## src/rtl/mode_switch_ctrl.sv

```systemverilog
// Glitch-free waveform-mode sequencer: debounces the mode key, steps the target
// mode, and applies it behind a fade-out / phase-wrap / fade-in gain envelope.
module mode_switch_ctrl #(
    parameter int DEBOUNCE_CYCLES = 10000,
    parameter int WRAP_TIMEOUT    = 255
) (
    input  logic       clk,
    input  logic       n_rst,
    input  logic       modekey,
    input  logic       sample_tick,
    input  logic       phase_wrap,
    output logic [1:0] mode,
    output logic [1:0] target_mode,
    output logic [3:0] gain,
    output logic       mode_changed,
    output logic       busy
);

    localparam int DB_W = (DEBOUNCE_CYCLES > 1) ? $clog2(DEBOUNCE_CYCLES) : 1;
    localparam int TO_W = ($clog2(WRAP_TIMEOUT + 1) > 8) ? $clog2(WRAP_TIMEOUT + 1) : 8;
    localparam logic [DB_W-1:0] DB_LAST = DB_W'(DEBOUNCE_CYCLES - 1);
    localparam logic [DB_W-1:0] DB_ONE  = DB_W'(1);
    localparam logic [TO_W-1:0] TO_LAST = TO_W'(WRAP_TIMEOUT - 1);
    localparam logic [TO_W-1:0] TO_ONE  = TO_W'(1);

    typedef enum logic [2:0] {
        ST_IDLE      = 3'd0,
        ST_FADE_OUT  = 3'd1,
        ST_WAIT_WRAP = 3'd2,
        ST_SWITCH    = 3'd3,
        ST_FADE_IN   = 3'd4
    } state_t;

    logic            sync1_r;
    logic            sync2_r;
    logic            key_db_r;
    logic            press_r;
    logic [DB_W-1:0] db_cnt_r;

    state_t          state_r;
    state_t          state_nxt_s;
    logic [TO_W-1:0] to_cnt_r;
    logic [TO_W-1:0] to_cnt_nxt_s;
    logic [3:0]      gain_r;
    logic [3:0]      gain_nxt_s;
    logic [1:0]      mode_r;
    logic [1:0]      mode_nxt_s;
    logic [1:0]      target_mode_r;
    logic [1:0]      target_nxt_s;
    logic            mode_changed_r;
    logic            mode_changed_nxt_s;
    logic            busy_r;

    // Key synchronizer and debounce; press fires for one cycle after key_db rises
    always_ff @(posedge clk) begin
        if (n_rst) begin
            sync1_r  <= 1'b0;
            sync2_r  <= 1'b0;
            key_db_r <= 1'b0;
            press_r  <= 1'b0;
            db_cnt_r <= '0;
        end else begin
            sync1_r <= modekey;
            sync2_r <= sync1_r;
            press_r <= 1'b0;
            if (sync2_r == key_db_r) begin
                db_cnt_r <= '0;
            end else if (db_cnt_r == DB_LAST) begin
                key_db_r <= sync2_r;
                db_cnt_r <= '0;
                press_r  <= sync2_r;
            end else begin
                db_cnt_r <= db_cnt_r + DB_ONE;
            end
        end
    end

    // State register plus registered outputs
    always_ff @(posedge clk) begin
        if (n_rst) begin
            state_r        <= ST_IDLE;
            to_cnt_r       <= '0;
            gain_r         <= 4'd15;
            mode_r         <= 2'd0;
            target_mode_r  <= 2'd0;
            mode_changed_r <= 1'b0;
            busy_r         <= 1'b0;
        end else begin
            state_r        <= state_nxt_s;
            to_cnt_r       <= to_cnt_nxt_s;
            gain_r         <= gain_nxt_s;
            mode_r         <= mode_nxt_s;
            target_mode_r  <= target_nxt_s;
            mode_changed_r <= mode_changed_nxt_s;
            busy_r         <= (state_nxt_s != ST_IDLE);
        end
    end

    // Next-state logic
    always_comb begin
        state_nxt_s = state_r;
        case (state_r)
            ST_IDLE: begin
                if (press_r) state_nxt_s = ST_FADE_OUT;
                else         state_nxt_s = ST_IDLE;
            end
            ST_FADE_OUT: begin
                // A tick at gain 1 lands on 0; a tick at gain 0 just moves on
                if (sample_tick && (gain_r <= 4'd1)) state_nxt_s = ST_WAIT_WRAP;
                else                                 state_nxt_s = ST_FADE_OUT;
            end
            ST_WAIT_WRAP: begin
                if (phase_wrap || (sample_tick && (to_cnt_r >= TO_LAST))) state_nxt_s = ST_SWITCH;
                else                                                      state_nxt_s = ST_WAIT_WRAP;
            end
            ST_SWITCH: begin
                state_nxt_s = ST_FADE_IN;
            end
            ST_FADE_IN: begin
                if (press_r)                                 state_nxt_s = ST_FADE_OUT;
                else if (sample_tick && (gain_r >= 4'd14))   state_nxt_s = ST_IDLE;
                else                                         state_nxt_s = ST_FADE_IN;
            end
            default: begin
                state_nxt_s = ST_IDLE;
            end
        endcase
    end

    // Datapath/output next values; mode is committed on entry to SWITCH so it is valid during SWITCH
    always_comb begin
        gain_nxt_s         = gain_r;
        to_cnt_nxt_s       = to_cnt_r;
        mode_nxt_s         = mode_r;
        mode_changed_nxt_s = 1'b0;
        if (press_r) target_nxt_s = target_mode_r + 2'd1;
        else         target_nxt_s = target_mode_r;
        case (state_r)
            ST_IDLE: begin
                gain_nxt_s = 4'd15;
            end
            ST_FADE_OUT: begin
                to_cnt_nxt_s = '0;
                if (sample_tick && (gain_r != 4'd0)) gain_nxt_s = gain_r - 4'd1;
                else                                 gain_nxt_s = gain_r;
            end
            ST_WAIT_WRAP: begin
                gain_nxt_s = 4'd0;
                if (state_nxt_s == ST_SWITCH) begin
                    mode_nxt_s         = target_nxt_s;
                    mode_changed_nxt_s = (target_nxt_s != mode_r);
                end else if (sample_tick) begin
                    to_cnt_nxt_s = to_cnt_r + TO_ONE;
                end else begin
                    to_cnt_nxt_s = to_cnt_r;
                end
            end
            ST_SWITCH: begin
                gain_nxt_s = gain_r;
            end
            ST_FADE_IN: begin
                if (!press_r && sample_tick && (gain_r != 4'd15)) gain_nxt_s = gain_r + 4'd1;
                else                                             gain_nxt_s = gain_r;
            end
            default: begin
                gain_nxt_s = 4'd15;
            end
        endcase
    end

    assign mode         = mode_r;
    assign target_mode  = target_mode_r;
    assign gain         = gain_r;
    assign mode_changed = mode_changed_r;
    assign busy         = busy_r;

endmodule

```

## config.mk

```make
export PLATFORM = sky130hd
export DESIGN_NAME = mode_switch_ctrl
export DESIGN_NICKNAME = d
export VERILOG_FILES = /design/src/rtl/mode_switch_ctrl.sv
export SDC_FILE = /design/constraint.sdc
export NUM_CORES = 1
export LEC_CHECK = 0
export CORE_MARGIN = 2
export CORE_UTILIZATION = 50
export DETAILED_ROUTE_END_ITERATION = 6
export PLACE_DENSITY = 0.74
export REMOVE_ABC_BUFFERS = 1
export SLEW_MARGIN = 20
export SYNTH_ARGS = -nofsm -noshare
export SYNTH_HDL_FRONTEND = slang
export SYNTH_SLANG_ARGS = --single-unit
export TNS_END_PERCENT = 1
```

## constraint.sdc

```tcl
create_clock -name clk -period 2.2 [get_ports clk]
set_input_delay 0.55 -clock clk [delete_from_list [all_inputs] [get_ports clk]]
set_output_delay 0.55 -clock clk [all_outputs]
set_load 0.005 [all_outputs]
```

==> flow_summary.toml <==
[layout]
antenna_cells = 0
drive_gt1_share_pct = 8.66
syn_to_final_growth_pct = 13.7
final_cells = 304
nNetsFinal = 265
final_area_mm2 = 0.00232

[cts]
cts_made_buffers = 5
holdBufCountCts = 0
clockRootBuffer = "clkbuf_8"
post_cts_buffers = 0
htree_levels = 2
clk_path_buf_depth = 2
clock_sinks = 39
clk_latency_ns = 0.29
cts_tree = "done"
cts_resized = 0
clk_pin_slew_ns = 0.08

[timing]
finalSetupViolCount = 0
max_freq_mhz = 502
period_share_pct = 90.6
layout_min_cycle_time_ns = 1.99
setup_tns_ns = 0
worst_pin_slew_ns = 0.496
hold_violations = 0
maxSlewHeadroom_pct = 66.9
slew_viol_final = 0
fin_skew_ns = 0.00471
rsz0062_at_grt = "false"

[status]
status = "complete, no violations"

[route]
routed_wl_mm = 4.02
vias_per_cell = 5.71
drc = 0
drtIter0Drc = 77
vias = 1735
ant_nets = 0
firstDrtPassIters = 4
wire_per_inst_um = 13.2

[floorplan]
die_h_um = 67.9
design.die.area_mm2 = 0.00461
io_pins = 15
initial_core_util_pct = 51.4
die_x_um = 67.9
core.rowCount = 23
coreArea_mm2 = 0.00397

[setup_path]
rr_startpoint = "to_cnt_r[0]"
cp.arrival_ns = 2.22
rrSetupSlack_ns = 0.21
cp.required_ns = 2.42
crit_type = "reg -> reg"
r2r-end = "to_cnt_r[2]"
cp-end-kind = "flop"
r2r_cells = 6
cp_max_fo = 10
cp-start-kind = "flop"

[hold_path]
worstHoldStart = "sync1_r"
hold_path_end = "sync2_r"
hold_class = "reg -> reg"
whs_path_depth = 1

[grt]
antenna_found_initial = 0
grt_pass1_wl_mm = 6.67
grt_overflow = 0
grt.total_usage_pct = 19.1
first_global_vias = 1488
grt_max_degree = 19

[power]
seq_power_share_pct = 57.8
ir_worst_vdd_uv = 357
leakagePower_uw = 0.000834
swShare_pct = 23.0
pwr-share-comb_pct = 3.1
switching_power_uw = 282
p_clk_share_pct = 39.2
p_int_uw = 945
power_density_mw_per_mm2 = 528

[synthesis]
yosysTopAreaCell = "dfxtp_1"
synth.avg_cell_area_um2 = 8.73
synth_area_mm2 = 0.00204
syn_inst = 234
yosys.cell_types.count = 48
ys.flop_type = "dfxtp_1"
synth_edf_count = 0
synth_top_cell_area_share_pct = 38.2
ys_ff_latch = 39
yosys_warnings = 0
synthArstFlopShare_pct = 0
synth_seq_area_share_pct = 38.2
synthTopCellsByArea = "dfxtp_1 38%, nor2_1 4.6%, ha_1 4.3%, xnor2_1 4.3%, nand3_1 3.4%"

[placed_design]
place_area_mm2 = 0.00224
dp_cells = 296
dp_hpwl_mm = 2.86
port_buffers = 14
place.gp.congestion = 0.881

[run]
drv_cap = 0
==> cell families (layout without fill, tap and decap cells) <==
kind of cell	count (synthesis)	count (layout)	share of synthesized area, %
compound gates	47	47	16.7
xor+xnor	18	18	7.72
fa+ha+maj	7	7	4.29
buf+inv	21	41	5.14
flops	39	39	38.2
mux	5	5	2.45
simple gates	97	97	25.5
==> critical path: stages (launching register included) <==
cell,delay (ns)
dfxtp_1,0.42
inv_1,0.10
ha_1,0.21
o211a_1,0.22
a31o_2,0.32
or4_1,0.48
a21boi_0,0.18
==> cell type report <==
cell class / instances / area, µm²
fill: 362 / 1650
multi-input combinational: 174 / 1160
sequential: 39 / 781
timing repair buffer: 21 / 193
clock buffer: 6 / 72.6
tap: 50 / 62.6
inverter: 12 / 45.0
clock inverter: 2 / 12.5
==> metal layers <==
| layer | wire length [µm] | GRT usage, % |
|---|---|---|
| met1 | 2000 | 25.4 |
| met2 | 1750 | 29.7 |
| met3 | 210 | 5.59 |
| met4 | 60 | 6.25 |
| met5 | 0 | 0 |
==> Yosys cell counts, drive strengths merged, types with 3 or more instances <==
cell type	number
and3	4
xor2	8
buf	6
a31o	3
nor4	3
nor2b	4
nand2b	3
or3	5
nor2	25
nor3	5
o31ai	3
inv	12
a21oi	10
clkbuf	3
mux2i	5
nand3	14
ha	7
o21ai	6
dfxtp	39
nand2	14
xnor2	10
nor3b	5
a211oi	5
nand4	6
==> how the worst max path moves through the flow <==
| stage | slack, ns | endpoint | start |
|---|---|---|---|
| 3_3_place_gp | 0.01 | to_cnt_r[5] | sample_tick |
| 3_5_place_dp | -0.02 | to_cnt_r[5] | sample_tick |
| 5_1_grt | 0.08 | to_cnt_r[2] | to_cnt_r[0] |
| 6_report | 0.21 | to_cnt_r[2] | to_cnt_r[0] |
| 4_1_cts | 0.20 | to_cnt_r[2] | to_cnt_r[0] |
| 2_1_floorplan | 0.24 | to_cnt_r[2] | state_r[1] |
==> sequential cells by signal (all words and copies together), names as in the netlist, 2 cells and up <==
name         count
db_cnt_r        14
to_cnt_r         8
gain             4
state_r          3
mode             2
target_mode      2
==> per-stage QoR <==
step | utilization [%] | hold WS (ns) | worst slack [ns] | power (µW)
finish | 58.5 | 0.455 | 0.207 | 1230
global route | 58.5 | 0.474 | 0.0762 | 1270
CTS | 58.5 | 0.457 | 0.201 | 1240
detailed placement | 56.4 | 0.444 | -0.0175 | 764
global placement | 56.4 | 0.433 | 0.0142 | 763
floorplan | - | 0.414 | 0.237 | 741
==> power groups by stage <==
stage                     registers, µW  clock network (µW)  logic (µW)
after floorplan                     725                   0        16.2
after global placement              726                   0        37.6
after detailed placement            726                   0        38.0
final                               709                 481        37.6
after CTS                           709                 490        38.0
after global routing                710                 516        42.0
==> layout by cell type (no fill, tap or decap), types with 3 or more instances in the layout <==
cell type,count
xnor2_1,10
a31o_2,3
buf_4,7
o31ai_1,3
a211oi_1,5
o21ai_0,6
nand2b_1,3
nor3_1,5
xor2_1,8
ha_1,7
inv_1,12
a21oi_1,10
and3_1,3
mux2i_1,5
nor2_1,25
nand2_1,14
nand3_1,14
nand4_1,6
clkdlybuf4s50_1,14
nor3b_1,4
clkbuf_8,5
nor2b_1,4
or3_1,5
dfxtp_1,39
No activity file was read; power rests on OpenSTA's default activity.
